**config.mk**
```make
export PLATFORM = sky130hd
export DESIGN_NAME = led_status_arbiter
export DESIGN_NICKNAME = d
export VERILOG_FILES = /design/src/rtl/led_status_pkg.sv /design/src/rtl/led_status_arbiter_pattern_gen.sv /design/src/rtl/led_status_arbiter.sv
export SDC_FILE = /design/constraint.sdc
export NUM_CORES = 1
export LEC_CHECK = 0
export CAP_MARGIN = 10
export CELL_PAD_IN_SITES_DETAIL_PLACEMENT = 2
export CELL_PAD_IN_SITES_GLOBAL_PLACEMENT = 2
export CORE_MARGIN = 3
export CORE_UTILIZATION = 33
export DETAILED_ROUTE_END_ITERATION = 7
export GPL_ROUTABILITY_DRIVEN = 0
export PLACE_DENSITY_LB_ADDON = 0.1
export REMOVE_ABC_BUFFERS = 1
export SYNTH_ARGS = -nofsm -noshare
export SYNTH_HDL_FRONTEND = slang
export SYNTH_SLANG_ARGS = --single-unit
export TNS_END_PERCENT = 5
```
**constraint.sdc**
```tcl
create_clock -name clk -period 3.55 [get_ports clk]
set_input_delay 0.71 -clock clk [delete_from_list [all_inputs] [get_ports clk]]
set_output_delay 0.71 -clock clk [all_outputs]
set_load 0.1 [all_outputs]
```
**src/rtl/led_status_pkg.sv**
```systemverilog
// Shared types and constants for the LED status arbiter.
// Pattern codes, FSM states, frame length and blink windows.
package led_status_pkg;

  typedef enum logic [1:0] {
    PAT_SOLID = 2'b00,
    PAT_SLOW  = 2'b01,
    PAT_FAST  = 2'b10,
    PAT_BEAT  = 2'b11
  } pattern_e;

  typedef enum logic [1:0] {
    ST_IDLE  = 2'd0,
    ST_GRANT = 2'd1,
    ST_HOLD  = 2'd2
  } state_e;

  localparam int unsigned FRAME_LEN = 1000;

  localparam logic [9:0] FRAME_LAST  = 10'(FRAME_LEN - 1);
  localparam logic [9:0] SLOW_ON     = 10'd500;
  localparam logic [9:0] FAST_PERIOD = 10'd250;
  localparam logic [9:0] FAST_ON     = 10'd125;
  localparam logic [9:0] BEAT_W      = 10'd50;
  localparam logic [9:0] BEAT_0      = 10'd250;
  localparam logic [9:0] BEAT_1      = 10'd500;
  localparam logic [9:0] BEAT_2      = 10'd750;

  function automatic logic in_win(
    input logic [9:0] ph,
    input logic [9:0] start
  );
    return (ph >= start) && (ph < start + BEAT_W);
  endfunction

  function automatic logic pattern_on_f(
    input pattern_e   pat,
    input logic [9:0] ph
  );
    logic on;
    on = 1'b0;
    case (pat)
      PAT_SOLID: on = 1'b1;
      PAT_SLOW:  on = ph < SLOW_ON;
      PAT_FAST:  on = (ph % FAST_PERIOD) < FAST_ON;
      PAT_BEAT:  on = in_win(ph, BEAT_0)
                   || in_win(ph, BEAT_1)
                   || in_win(ph, BEAT_2);
      default:   on = 1'b0;
    endcase
    return on;
  endfunction

endpackage

```
**src/rtl/led_status_arbiter_pattern_gen.sv**
```systemverilog
// Tick prescaler, frame phase counter and blink pattern decode.
// Phase restarts on phase_clr so every new grant begins its frame at 0.
module led_pattern_gen
  import led_status_pkg::*;
#(
  parameter int unsigned CLK_HZ  = 125000000,
  parameter int unsigned TICK_HZ = 1000
) (
  input  logic     clk,
  input  logic     rst_n,
  input  logic     phase_clr,
  input  pattern_e pattern,
  output logic     tick,
  output logic     pattern_on
);

  localparam int unsigned DIV = CLK_HZ / TICK_HZ;
  localparam int unsigned PW  = (DIV > 1) ? $clog2(DIV) : 1;
  localparam logic [PW-1:0] PRE_LAST = PW'(DIV - 1);

  logic [PW-1:0] pre;
  logic [9:0]    phase;

  assign tick = (pre == PRE_LAST);

  always_ff @(posedge clk or negedge rst_n) begin
    if (!rst_n) begin
      pre <= '0;
    end else begin
      pre <= tick ? '0 : pre + PW'(1);
    end
  end

  always_ff @(posedge clk or negedge rst_n) begin
    if (!rst_n) begin
      phase <= '0;
    end else if (phase_clr) begin
      phase <= '0;
    end else if (tick) begin
      phase <= (phase == FRAME_LAST) ? '0 : phase + 10'd1;
    end
  end

  assign pattern_on = pattern_on_f(pattern, phase);

endmodule

```
**src/rtl/led_status_arbiter.sv**
```systemverilog
// Fixed-priority LED bank arbiter with minimum hold and blink patterns.
// Optional LED_LAMP_TEST_EN adds a lamp_test port forcing all LEDs on.
module led_status_arbiter
  import led_status_pkg::*;
#(
  parameter int unsigned N_REQ    = 4,
  parameter int unsigned N_LED    = 8,
  parameter int unsigned CLK_HZ   = 125000000,
  parameter int unsigned TICK_HZ  = 1000,
  parameter int unsigned MIN_HOLD = 200
) (
  input  logic                   clk,
  input  logic                   rst_n,
  input  logic [N_REQ-1:0]       req_valid,
  input  logic [2*N_REQ-1:0]     req_pattern,
  input  logic [N_LED*N_REQ-1:0] req_mask,
`ifdef LED_LAMP_TEST_EN
  input  logic                   lamp_test,
`endif
  output logic [N_LED-1:0]       led,
  output logic [N_REQ-1:0]       grant,
  output logic                   busy
);

  localparam int unsigned IW = (N_REQ > 1) ? $clog2(N_REQ) : 1;
  localparam int unsigned HW = $clog2(MIN_HOLD + 1);
  localparam logic [HW-1:0] HOLD_MAX = HW'(MIN_HOLD);

  state_e           state;
  state_e           state_nx;
  logic [IW-1:0]    owner;
  pattern_e         pat;
  logic [N_LED-1:0] mask;
  logic [HW-1:0]    hold;
  logic [N_LED-1:0] led_d;

  logic             any;
  logic [IW-1:0]    winner;
  logic [N_REQ-1:0] win_oh;
  pattern_e         win_pat;
  logic [N_LED-1:0] win_mask;
  logic             regrant;
  logic             expired;
  logic             higher;
  logic             owner_req;
  logic             tick;
  logic             pattern_on;

  // Lowest index wins: scan downward so the last hit is the winner.
  always_comb begin
    any      = 1'b0;
    winner   = '0;
    win_oh   = '0;
    win_pat  = PAT_SOLID;
    win_mask = '0;
    for (int i = N_REQ - 1; i >= 0; i--) begin
      if (req_valid[i]) begin
        any       = 1'b1;
        winner    = IW'(i);
        win_oh    = '0;
        win_oh[i] = 1'b1;
        win_pat   = pattern_e'(req_pattern[2*i +: 2]);
        win_mask  = req_mask[N_LED*i +: N_LED];
      end
    end
  end

  assign expired   = (hold == HOLD_MAX);
  assign higher    = any && (winner < owner);
  assign owner_req = req_valid[owner];

  always_ff @(posedge clk or negedge rst_n) begin
    if (!rst_n) begin
      state <= ST_IDLE;
    end else begin
      state <= state_nx;
    end
  end

  always_comb begin
    state_nx = state;
    regrant  = 1'b0;
    case (state)
      ST_IDLE: begin
        if (any) begin
          state_nx = ST_GRANT;
          regrant  = 1'b1;
        end
      end
      ST_GRANT, ST_HOLD: begin
        if (!expired) begin
          state_nx = owner_req ? ST_GRANT : ST_HOLD;
        end else if (higher) begin
          state_nx = ST_GRANT;
          regrant  = 1'b1;
        end else if (owner_req) begin
          state_nx = ST_GRANT;
        end else if (any) begin
          state_nx = ST_GRANT;
          regrant  = 1'b1;
        end else begin
          state_nx = ST_IDLE;
        end
      end
      default: state_nx = ST_IDLE;
    endcase
  end

  always_ff @(posedge clk or negedge rst_n) begin
    if (!rst_n) begin
      owner <= '0;
      grant <= '0;
      pat   <= PAT_SOLID;
      mask  <= '0;
      hold  <= '0;
    end else if (regrant) begin
      owner <= winner;
      grant <= win_oh;
      pat   <= win_pat;
      mask  <= win_mask;
      hold  <= '0;
    end else if (state_nx == ST_IDLE) begin
      grant <= '0;
      hold  <= '0;
    end else if (tick && state != ST_IDLE && !expired) begin
      hold <= hold + HW'(1);
    end
  end

  led_pattern_gen #(
    .CLK_HZ  (CLK_HZ),
    .TICK_HZ (TICK_HZ)
  ) u_pat (
    .clk        (clk),
    .rst_n      (rst_n),
    .phase_clr  (regrant),
    .pattern    (pat),
    .tick       (tick),
    .pattern_on (pattern_on)
  );

  always_comb begin
    led_d = '0;
    if (state != ST_IDLE && pattern_on) begin
      led_d = mask;
    end
`ifdef LED_LAMP_TEST_EN
    if (lamp_test) begin
      led_d = '1;
    end
`endif
  end

  always_ff @(posedge clk or negedge rst_n) begin
    if (!rst_n) begin
      led <= '0;
    end else begin
      led <= led_d;
    end
  end

  assign busy = (state != ST_IDLE);

endmodule
```
# ---- After elaboration in Yosys (flattened, before gate mapping)
# Cells that the tools add are included.
dict set report word_totals {
  word_cells 94
  out_inout_bits 13
  register_bits 61
  input_bits 46
}
dict set report op_classes {
  n_lt_le_gt_ge 10
  div_mod_pow 1
  n_reduce_logical 18
  addsub 3
  n_eq_ne 8
  mux 45
}
# cell count
set op_table {}
lappend op_table {{$mux 8} 8}
lappend op_table {{$mux 10} 3}
lappend op_table {{$mux 4} 6}
lappend op_table {{$mux 2} 11}
lappend op_table {{$lt 10x10->1 const B} 2}
lappend op_table {{$lt 10x9->1 const B} 2}
lappend op_table {{$add 17x1->17 const B} 1}
lappend op_table {{$eq 17x17->1 const B} 1}
lappend op_table {{$mux 17} 1}
lappend op_table {{$mux 1} 12}
lappend op_table {{$add 10x1->10 const B} 1}
lappend op_table {{$eq 10x10->1 const B} 1}
lappend op_table {{$ge 10x10->1 const B} 1}
lappend op_table {{$ge 10x8->1 const B} 1}
lappend op_table {{$ge 10x9->1 const B} 1}
lappend op_table {{$lt 10x7->1 const B} 1}
lappend op_table {{$mod 10x8->10 const B} 1}
lappend op_table {{$add 8x1->8 const B} 1}
lappend op_table {{$eq 8x8->1 const B} 1}
lappend op_table {{$logic_and 1x1->1} 7}
lappend op_table {{$eq 2x2->1 const B} 3}
lappend op_table {{$logic_not 2->1} 3}
lappend op_table {{$reduce_bool 2->1} 3}
lappend op_table {{$eq 2x1->1 const B} 2}
lappend op_table {{other kinds (10)} 11}

# ---- Depth between registers and ports, before layout
# Gate-level depths: netlist of the first run.
dict set report logic_depth {
  word_depth 12
  depth_mapped 13
  depth_no_buf 10
}

# ---- By module
# Synthesis of the first run repeated with hierarchy kept, for this count alone.
dict set report unflattened {
  cells_unflattened 427
  hier_area_um2 4016.4
}
# mod seq_area_each_um2 area_each_um2 instances cells_each
set by_module_without_submodules {}
lappend by_module_without_submodules {led_pattern_gen 675.6 2020.7 1 236}
lappend by_module_without_submodules {led_status_arbiter 850.8 1995.7 1 191}

# ---- Worst setup path after synthesis of the first run
# Ideal clock, no wire load.
dict set report synth_timing {
  path_type {input to register}
  start {input req_valid[1]}
  end {register u_pat.phase[0]}
  arrival_ns 2.987
  setup_time_ns 0.125
  required_time_ns 3.425
  setup_slack_ns 0.438
  path_buffers 2
  path_stages 11
  cell_sequence {clkbuf_1 -> clkbuf_1 -> nor2_1 -> o21a_1 -> ha_1 -> a21boi_0 -> o21ai_0 -> a31o_2 -> a21oi_1 -> nor3_2 -> mux2_2}
}
dict set report synth_between {
  elab_chain_cells 8
  elab_cells_between_ends 15
  cone_classes {order compare: 1; mux: 12; reduce/logical: 2}
}
# element line_no
set synth_lines {}
lappend synth_lines {{start, declared} led_status_arbiter.sv:14} ;# input logic [N_REQ-1:0] req_valid,
lappend synth_lines {{$mux 2 (*) (2 in series)} led_status_arbiter.sv:57} ;# if (req_valid[i]) begin
lappend synth_lines {{named net winner[1]} led_status_arbiter.sv:38} ;# logic [IW-1:0] winner;
lappend synth_lines {{$lt 2x2->1 (*)} led_status_arbiter.sv:69} ;# assign higher = any && (winner < owner);
lappend synth_lines {{$logic_and 1x1->1 (*)} led_status_arbiter.sv:69}
lappend synth_lines {{$mux 1 (*)} led_status_arbiter.sv:93} ;# end else if (higher) begin
lappend synth_lines {{$mux 1 (*)} led_status_arbiter.sv:91} ;# if (!expired) begin
lappend synth_lines {{$pmux 1 s2 (*)} led_status_arbiter.sv:83} ;# case (state)
lappend synth_lines {{$mux 10 or $reduce_bool 2->1 (tied branches)} -}
lappend synth_lines {{end signal, assigned} led_status_arbiter_pattern_gen.sv:40} ;# phase <= (phase == FRAME_LAST) ? '0 : phase + 10'd1;
lappend synth_lines {{end, declared} led_status_arbiter_pattern_gen.sv:22} ;# logic [9:0] phase;
# Mark *: on every way through the listed nets, which the timed path passes. The rest lies on a longest branch. The select of a mux whose other input is x is not followed.
# A chain may end at the register's enable or synchronous reset.

# ---- Final worst setup path of the first run
dict set report layout_timing {
  start {register u_pat.phase[4]}
  end {register led[5]}
}
dict set report layout_between {
  elab_chain_cells 7
  elab_cells_between_ends 17
  cone_classes {div: 1; order compare: 8; mux: 2; reduce/logical: 6}
}
# element line_no
set layout_lines {}
lappend layout_lines {{parallel branches: the longest is 4 deep, another holds $mod 10x8->10} -}
lappend layout_lines {{$pmux 1 s4 (*)} led_status_pkg.sv:42} ;# case (pat)
lappend layout_lines {{$logic_and 1x1->1 (*)} led_status_arbiter.sv:144} ;# if (state != ST_IDLE && pattern_on) begin
lappend layout_lines {{$mux 8 (*)} led_status_arbiter.sv:144}
lappend layout_lines {{named net led_d[5]} led_status_arbiter.sv:35} ;# logic [N_LED-1:0] led_d;
lappend layout_lines {{end signal, assigned} led_status_arbiter.sv:158} ;# led <= led_d;
lappend layout_lines {{end, declared} led_status_arbiter.sv:20} ;# output logic [N_LED-1:0] led,
# Mark *: on every way through the listed nets, which the timed path passes.

==> run metrics, run 1 <==
cells on worst reg2reg path=10; initial antenna violation count=0; share of layout cells above drive strength 1=around an eighth; # rows=40; CP Capture Type=flip-flop; Yosys warning count=0; placed cell area=0.00493 mm^2; largest net degree at the start of global routing=35; sw power=1260 uW; PostCTS Resize Cnt=0; cts hold-fix bufs=0; Layout Cells excl Fill=between 700 and 800; largest stage delay on the critical path=~420 ps; Nets=approximately 600; WP data arrival=~3300 ps; register area share after synthesis=between 30% and 40%; number of global-route vias before repair=4272; clk buf depth=2; clock share of power=between 30% and 40%; Netlist cell types=between 70 and 80; Clock Sinks=61; grt ovf=0; Max VDD drop=around 0.3 mV; Layout Skew=around 7 ps; Setup violations, final=0; Die Y=roughly 120 um; FF-to-FF setup slack=around 400 ps; core area=0.0121 mm^2; GRT Total Usage=around 20%; Yosys top cell by area=dfrtp_1; fillcell total=1343; first-pass GRT wire length=22500 um; Slew HR=~28%; Sw Ratio=40.7%; final critical-path setup slack=about 400 ps; Sequential Power Share=between 20 and 30%; Synth Area per Inst=8.61 um^2; DR vias/cell=5.46; Final Cycle Share=between 80% and 90%; HP Class=primary input to async pin; TritonCTS clock tree=done; die area=approximately 0.014 mm^2; Setup WS pre-CTS=slightly below 300 ps; EDFF count, synth=0; area of the multi-input gates=0.00235 mm^2; Startpoint Class=flip-flop; Cell Chain, Critical Path=inv_2 > ha_1 > nor4bb_1 > o21ai_1 > a21oi_1 > o41ai_1 > a221o_1 > nor3_2 > o41ai_4 > o41ai_1; RR Startpoint=u_pat.phase[4]$_DFFE_PN0P_; grt met3 use=5.16%; drt first-iter violations=between 100 and 150; WL final=between 10000 and 15000 um; Antenna diodes=0; GR Util met2=between 30% and 40%; mapped cell area=approximately 0.0041 mm^2; Yosys top cell area share=between 30% and 40%; CP top delay family=compound AO/OA/AOI/OAI gates; I/O pin count=59; cell internal pwr=approximately 1800 uW; final core utilization=a little over two fifths; post-CTS setup buffers=0; DRT antenna net count=0; Leakage=0.00213 uW; Clk Latency, worst-skew pair=around 320 ps; fmax=approximately 0.32 GHz; drt drc=0; crit path max fanout=8; cell with the most instances after synthesis=nor2_1; via count=a little under 4000; DIE WIDTH=approximately 120 um; HPWL Detailed=9890 um; port bufs=58; WP data required=roughly 3700 ps; main area contributors after synthesis=dfrtp_1 (37%), nor2_1 (5.9%), a21oi_1 (3.8%), nand2_1 (3.8%), ha_1 (3.7%); Synth async-reset ratio=100%; share of total power in combinational logic=roughly two fifths; placed cells=around 700; Worst Max-Slew Pin Slew=~1100 ps; Top Usage Layer GRT=met2; endpoints failing hold=0; Synth Register Bits=61; status=finished, final reports clean; crit path from=u_pat.phase[4]$_DFFE_PN0P_; met1 Usage GRT=roughly a quarter; Max Cap Violations=0; Pwr per Cell Area=589 mW/mm^2; Post-Syn Instances=between 400 and 500; Worst-path clk slew=~60 ps; Starting Density=approximately 34%; Crit-path slowest cell=o41ai_1; WP depth=10; cell area after layout=0.00526 mm^2; Worst Path Buf+Inv=1; capturing point of the worst reg2reg path=led[5]$_DFF_PN0_; Setup Total Neg Slack=0 ps; unrepaired setup endpoints after global routing=false; Max Transition Viols Final=0; Seq. cell area=0.00153 mm^2; clk root buf=clkbuf_16; area grow syn2layout=28.5%; number of buffers created by CTS=9; count of TritonRoute iterations in the first routing pass=4; Critical Path End=led[5]$_DFF_PN0_; top_reg_cell synth=dfrtp_1; Tmin final=about 3100 ps; Crit Path Category=flip-flop to flip-flop; Most Frequent Cell on Critical Path=o41ai_1; wire per inst=18.7 um; most frequent cells after synthesis=nor2_1 (64), dfrtp_1 (61), nand2_1 (41), a21oi_1 (31), o21ai_0 (28); H-tree levels=3
## layer usage
layer  share of wire, %  up-vias
met5                  0        -
met4                1.0        0
met3                5.2       10
met2                 49       78
met1                 44     1965
li1                   -     1840
## worst register-to-register path: cells and delay by family, from the launching register on
family	cells	cell delay [ps]
AOI/OAI and AO/OA	6	1720
adders and majority gates	1	280
buffers and inverters	1	120
DFF	1	390
and+or+nand+nor	2	480
## cell families after synthesis
group / count (synthesis) / synth area share, %
DFF: 61 / 37.3
buffers and inverters: 54 / 5.32
muxes: 5 / 1.56
AOI/OAI and AO/OA: 139 / 24.4
and+or+nand+nor: 177 / 21.9
xor gates and xnor gates: 27 / 5.78
adders and majority gates: 12 / 3.67
## cell usage in the layout (no fill, tap or decap), types with 3 or more instances in the layout
cell	count
clkdlybuf4s50_1	55
o21ai_1	5
nor2_1	64
nand3_1	24
a21oi_1	31
buf_4	26
or2_2	3
nor4_1	3
and2_1	3
clkbuf_16	9
o21a_1	3
a22o_1	6
dfrtp_1	61
o2bb2ai_1	3
ha_1	12
nor3_1	3
a22oi_1	11
o21ai_0	28
and3_1	5
nand4_1	7
mux2i_1	3
nor2b_1	5
a21o_1	7
a31oi_1	4
inv_1	24
xor2_1	14
a32o_1	3
nand2_1	41
o41ai_1	9
xnor2_1	13
## worst min-delay path by stage
stage / startpoint / to / slack, ps / cells past startpoint
floorplan: rst_n / grant[0]$_DFFE_PN0P_ / 410 / 0
detailed placement: u_pat.pre[0]$_DFF_PN0_ / u_pat.pre[0]$_DFF_PN0_ / 470 / 1
CTS: rst_n / u_pat.pre[3]$_DFF_PN0_ / 480 / 1
finish: rst_n / u_pat.pre[4]$_DFF_PN0_ / 470 / 1
global route: u_pat.pre[12]$_DFF_PN0_ / u_pat.pre[12]$_DFF_PN0_ / 500 / 1
global placement: u_pat.pre[0]$_DFF_PN0_ / u_pat.pre[0]$_DFF_PN0_ / 470 / 1
## metrics by stage
step	hold slack, ps	power [uW]
after floorplan	414	1730
after global placement	470	2100
after detailed placement	474	2140
after CTS	481	3130
after global routing	504	3290
final	465	3100
## final cells by class
cell class	instances	area share [%]
timing repair buffer	82	14.3
clock inverter	5	1.59
sequential	61	29.0
inverter	26	1.86
clock buffer	11	4.62
tap	168	4.00
multi-input combinational	360	44.6
## flip-flops by register name, indices dropped and copies added (netlist names)
signal,count
led,8
hold,8
grant,4
owner,2
u_pat.phase,10
pat,2
u_pat.pre,17
state,2
mask,8
## power by group through the flow
stage                     clock network [uW]  registers [uW]  logic [uW]
final                                    948             900        1250
after global routing                    1010             917        1360
after CTS                                972             902        1260
after detailed placement                   0             911        1230
after global placement                     0             903        1200
after floorplan                            0            1170         564
Note: power is estimated with default switching activity, not from simulation.
==> run 2: changes to the inputs <==
ABC_AREA = 1   (was unset)
CORE_UTILIZATION = 34   (was 33)
REMOVE_ABC_BUFFERS = unset   (was 1)
clock period = 3.8 ns   (was 3.55 ns; I/O delays follow)
==> run 2 against run 1 <==
Net effect: clock power fell by 5.4%; via count rose by 2.4%; area after synthesis fell by 1.3%; cell count rose by 6.6%; sequential share of layout area rose by 0.77 points; die area fell by 4.0%; combinational power fell by 3%.
==> run metrics, run 2 <==
post-CTS setup buffers=0; Clk Latency, worst-skew pair=around 340 ps; number of buffers created by CTS=9; HPWL Detailed=about 10000 um; CP top delay family=simple AND/OR/NAND/NOR gates; leading cell type in the layout, fill and taps excluded=inv_1; number of global-route vias before repair=between 4000 and 5000; PostCTS Resize Cnt=0; port bufs=58; cell with the most instances after synthesis=inv_1; CP Capture Type=flip-flop; placed cells=approximately 740; Post-Synthesis Net Count=603; Worst-path clk slew=roughly 60 ps; Yosys top cell by area=dfrtp_1; count of TritonRoute iterations in the first routing pass=4; grt ovf=0; die area=about 0.013 mm^2; Yosys warning count=0; WP data arrival=between 3000 and 4000 ps; Sequential Power Share=between 20% and 30%; EDFF count, synth=0; commonest non-fill, non-tap cells in the layout=inv_1 (93), nand2_1 (87), dfrtp_1 (61), clkdlybuf4s50_1 (56), a21oi_1 (53); Pwr per Cell Area=approximately 580 mW/mm^2; cell internal pwr=about 1700 uW; Antenna diodes=0; Slew HR=between 30% and 40%; DRT antenna net count=0; Setup Total Neg Slack=0 ps; via count=3987; Startpoint Class=primary input; Synth Register Bits=between 60 and 70; Most Frequent Cell on Critical Path=nand2_1; endpoints failing hold=0; Tmin final=about 3100 ps; Nets=670; Crit Path Category=primary input to flip-flop; HP Class=primary input to async pin; initial antenna violation count=0; drt drc=0; Crit-path slowest cell=clkdlybuf4s50_1; TritonCTS clock tree=done; cts hold-fix bufs=0; Top reg by flops=u_pat.pre; status=finished, final reports clean; Starting Density=about a third; fmax=between 0.3 and 0.4 GHz; max reg flops=17; crit path max fanout=13; WL final=13800 um; H-tree levels=3; share of total power in combinational logic=about two fifths; main area contributors after synthesis=dfrtp_1 (38%), inv_1 (8.6%), nand2_1 (8.1%), a21oi_1 (6.6%), nor2_1 (4.5%); Post-Syn Instances=545; Cell Chain, Critical Path=clkdlybuf4s50_1 > inv_1 > nand2_1 > o21ai_0 > or2_2 > a21oi_1 > nor2_1 > o22ai_1 > nand2_1 > nand2_1 > nand3_1 > nor2_1 > o22ai_1 > a21oi_1; Final Cycle Share=~80%; share of layout cells above drive strength 1=~12%; I/O pin count=59; register area share after synthesis=approximately 38%; sw power=approximately 1300 uW; wire per inst=18.1 um; Worst Path Buf+Inv=2; top_reg_cell synth=dfrtp_1; clk buf depth=2; # rows=39; Worst Max-Slew Pin Slew=between 1000 and 1500 ps; Setup violations, final=0; Pwr Total=between 2000 and 3000 uW; Max VDD drop=roughly 0.49 mV; Max Cap Violations=0; unrepaired setup endpoints after global routing=false; first-pass GRT wire length=about 23000 um; Clock Sinks=between 60 and 70; largest stage delay on the critical path=between 400 and 500 ps; Layout Skew=roughly 9.7 ps; Max Transition Viols Final=0; Netlist cell types=38; area of the multi-input gates=0.00208 mm^2; drt first-iter violations=between 150 and 200; WP data required=between 4000 and 5000 ps; Synth async-reset ratio=between 90% and 100%; mapped cell area=about 0.0040 mm^2; Sw Ratio=43.4%; Leakage=approximately 0.0023 uW; core area=around 0.012 mm^2; Largest regs=u_pat.pre x17, u_pat.phase x10; Die Y=~110 um; largest net degree at the start of global routing=39; Synth Area per Inst=7.41 um^2; area grow syn2layout=26.9%; DIE WIDTH=between 100 and 150 um; clock share of power=a little under a third; DR vias/cell=around 5.2; clk root buf=clkbuf_16; GRT Total Usage=22.3%; Yosys top cell area share=between 30 and 40%; most frequent cells after synthesis=inv_1 (93), nand2_1 (87), dfrtp_1 (61), a21oi_1 (53), nor2_1 (48); Layout Cells excl Fill=760; Seq. cell area=between 0.0015 and 0.002 mm^2; fillcell total=around 1400
[run 2: path summary, 6_finish.rpt]
path,endpoint,startpoint,depth (start not counted),slack [ps]
hold / removal,u_pat.pre[8]$_DFF_PN0_,rst_n,1,410
setup / recovery,u_pat.phase[9]$_DFFE_PN0P_,req_valid[0],14,670
setup reg to reg,hold[2]$_DFFE_PN0P_,u_pat.pre[0]$_DFF_PN0_,10,800
max in group asynchronous,led[5]$_DFF_PN0_,rst_n,2,2470
hold reg to reg,u_pat.pre[0]$_DFF_PN0_,u_pat.pre[0]$_DFF_PN0_,1,480
min in group clk,u_pat.pre[0]$_DFF_PN0_,u_pat.pre[0]$_DFF_PN0_,1,480
[run 2: through the flow]
| step | worst slack [ps] | hold WS, ps | cell area [um^2] | util [%] |
|---|---|---|---|---|
| global route | 447 | 446 | 5120 | 44.5 |
| floorplan | 1300 | 433 | 4040 | - |
| global placement | 610 | 447 | 4800 | 41.6 |
| finish | 673 | 407 | 5120 | 44.5 |
| CTS | 736 | 427 | 5120 | 44.5 |
| detailed placement | 420 | 473 | 4800 | 41.6 |
[run 2: cell families (layout without fill, tap and decap cells)]
group / after synthesis / count (layout) / share of synthesized area [%]
buffers and inverters: 109 / 181 / 10.6
DFF: 61 / 61 / 37.8
AOI/OAI and AO/OA: 111 / 111 / 15.3
adders and majority gates: 12 / 12 / 3.72
and+or+nand+nor: 243 / 243 / 30.7
xor gates and xnor gates: 9 / 9 / 1.95
[run 2: worst reg2reg max path, stage by stage (launching register included)]
cell and delay, ps:
dfrtp_1 370, ha_1 200, nand2_1 130, nor3_1 160
nand3b_1 110, nor2_1 370, inv_1 270, nor3_1 610
inv_1 180, o21ai_0 220, nor3b_1 270
[run 2: power by group through the flow]
stage / Combinational [uW] / Clock [uW] / Sequential (uW)
2_1_floorplan: 460 / 0 / 1230
3_5_place_dp: 1210 / 0 / 866
5_1_grt: 1310 / 945 / 878
4_1_cts: 1230 / 913 / 861
6_report: 1210 / 897 / 859
3_3_place_gp: 1190 / 0 / 860
[run 2: layout make-up]
type                       count  area share, %
clock buffer                  10           4.67
clock inverter                 6           1.69
inverter                      98           7.18
multi-input combinational    375           40.7
sequential                    61           29.8
tap                          143           3.49
timing repair buffer          67           12.5
[run 2: per-layer routing]
layer	GRT usage, %	share of wire (%)	wire (um)	vias to the layer above
li1	-	-	-	1915
met1	28.9	45	6240	1986
met2	37.8	50	6870	73
met3	4.84	3.7	512	13
met4	5.48	1.1	155	0
met5	0	0	0	-
==> run 3: changes to the inputs <==
CORE_UTILIZATION = 31   (was 34)
clock period = 3.1 ns   (was 3.8 ns; I/O delays follow)
==> run 3 against run 2 <==
Net effect: core utilization decreased by 3.2 points; global-route usage decreased by 2.4 points; cell count increased by 5.1%; clock power increased by 30%; worst hold slack got worse by 83 ps; sequential power increased by 22%; clock skew decreased by 1.6 ps; non-clock buffer count increased by 10; power increased by 25%; via count decreased by 0.30%; critical path type is now flip-flop to flip-flop; largest cell class unchanged.
==> run metrics, run 3 (synthesis gave the netlist of run 2 again) <==
status=finished, final reports clean; commonest non-fill, non-tap cells in the layout=inv_1 (93), nand2_1 (87), dfrtp_1 (61), a21oi_1 (53), nor2_1 (47); H-tree levels=3; Max VDD drop=0.563 mV; met1 Usage GRT=25.1%; via count=approximately 4000; HPWL Detailed=10500 um; CP Capture Type=flip-flop; Worst Max-Slew Pin Slew=~770 ps; HP Class=primary input to async pin; Antenna diodes=0; crit path max fanout=8; fmax=0.362 GHz; largest stage delay on the critical path=about 460 ps; number of global-route vias before repair=4575; wire per inst=approximately 16 um; Cell Chain, Critical Path=inv_2 > ha_1 > nor2_1 > nor2_1 > nand3_2 > nand2_2 > nand2_4 > nand2_2 > nand2_2 > o21ai_4 > nand2_4 > nand3_4 > nand2_2 > nand2_1 > nand2_1 > inv_1 > nand2_1 > inv_1 > nand2_1 > nand3_2 > nand3_2 > nand2_4 > nor2_2; FF-to-FF setup slack=~340 ps; WP depth=23; Clk Latency, worst-skew pair=roughly 340 ps; drt first-iter violations=about 140; Tmin final=about 2800 ps; Crit Path Category=flip-flop to flip-flop; WP data arrival=about 3000 ps; initial antenna violation count=0; largest net degree at the start of global routing=29; number of buffers created by CTS=9; endpoints failing hold=0; RR Startpoint=u_pat.phase[4]$_DFFE_PN0P_; DIE WIDTH=roughly 120 um; Worst Path Buf+Inv=3; grt ovf=0; post-CTS setup buffers=0; WP data required=3320 ps; port bufs=just under 60; Slew HR=about half; Setup violations, final=0; Die Y=120 um; I/O pin count=59; Final Cycle Share=approximately nine tenths; Largest regs=u_pat.pre x17, u_pat.phase x10; WL final=approximately 13000 um; leading cell type in the layout, fill and taps excluded=inv_1; Startpoint Class=flip-flop; DR vias/cell=about 5.0; count of TritonRoute iterations in the first routing pass=5; TritonCTS clock tree=done; Layout Skew=8.10 ps; GR Util met2=33.6%; clk root buf=clkbuf_16; cells on worst reg2reg path=23; placed cell area=0.00488 mm^2; CP top delay family=simple AND/OR/NAND/NOR gates; Max Cap Violations=0; Crit-path slowest cell=dfrtp_1; fillcell total=approximately 1500; DRT antenna net count=0; grt met3 use=approximately 4.6%; Critical Path End=led[1]$_DFF_PN0_; clk buf depth=2; first-pass GRT wire length=around 23000 um; Max Transition Viols Final=0; crit path from=u_pat.phase[4]$_DFFE_PN0P_; die area=between 0.01 and 0.015 mm^2; area grow syn2layout=29.6%; share of layout cells above drive strength 1=~16%; Worst-path clk slew=about 60 ps; Leakage=0.00233 uW; max reg flops=17; # rows=between 40 and 50; Starting Density=between 30% and 40%; Pwr per Cell Area=slightly above 700 mW/mm^2; core area=between 0.01 and 0.015 mm^2; cell area after layout=0.00523 mm^2; capturing point of the worst reg2reg path=led[1]$_DFF_PN0_; Clock Sinks=between 60 and 70; Top Usage Layer GRT=met2; Top reg by flops=u_pat.pre; drt drc=0; minimum hold slack=approximately 320 ps; Nets=680; GRT Total Usage=19.8%
==> run 3: routing by layer <==
layer | part of all wire (%) | up-vias
met5 | 0 | -
met4 | 1.5 | 0
met3 | 4.3 | 13
met2 | 48 | 80
met1 | 46 | 1944
li1 | - | 1938
==> run 3: final cells by class <==
type	count	area, um^2	area share [%]
Clock inverter	7	121	2.32
Tap cell	172	215	4.11
Multi-Input combinational cell	375	2090	39.9
Clock buffer	9	225	4.31
Inverter	98	368	7.03
Sequential cell	61	1530	29.2
Timing Repair Buffer	77	686	13.1
==> run 3: worst min path at each step <==
stage,startpoint,endpoint,slack (ps),depth (start not counted)
after floorplan,rst_n,grant[0]$_DFFE_PN0P_,320,0
after global placement,u_pat.pre[0]$_DFF_PN0_,u_pat.pre[0]$_DFF_PN0_,450,1
after detailed placement,u_pat.pre[0]$_DFF_PN0_,u_pat.pre[0]$_DFF_PN0_,470,1
after CTS,rst_n,hold[0]$_DFFE_PN0P_,340,1
after global routing,rst_n,hold[5]$_DFFE_PN0P_,360,1
final,rst_n,hold[1]$_DFFE_PN0P_,320,1
==> run 3: through the flow <==
| step | power, uW | utilization, % | std cells | setup WS, ps | setup TNS, ps |
|---|---|---|---|---|---|
| after floorplan | 2070 | - | 545 | 714 | 0 |
| after global placement | 2530 | 38.5 | 783 | 279 | 0 |
| after detailed placement | 2570 | 38.5 | 783 | 69.3 | 0 |
| after CTS | 3780 | 41.2 | 799 | 322 | 0 |
| after global routing | 3940 | 41.3 | 799 | -10.2 | -10.2 |
| final | 3710 | 41.3 | 799 | 336 | 0 |
==> run 3: power by group <==
part	switching, uW	internal [uW]	total (uW)
clock	386	789	1170
combinational	1100	390	1490
sequential	95.0	952	1050
total	1580	2130	3710
==> run 3: repair_timing <==
action | CTS | global route
setup endpoints to repair | 0 | 1
endpoints found under the hold margin | 0 | 0
resized for setup | 0 | 2
hold buffers | 0 | 0
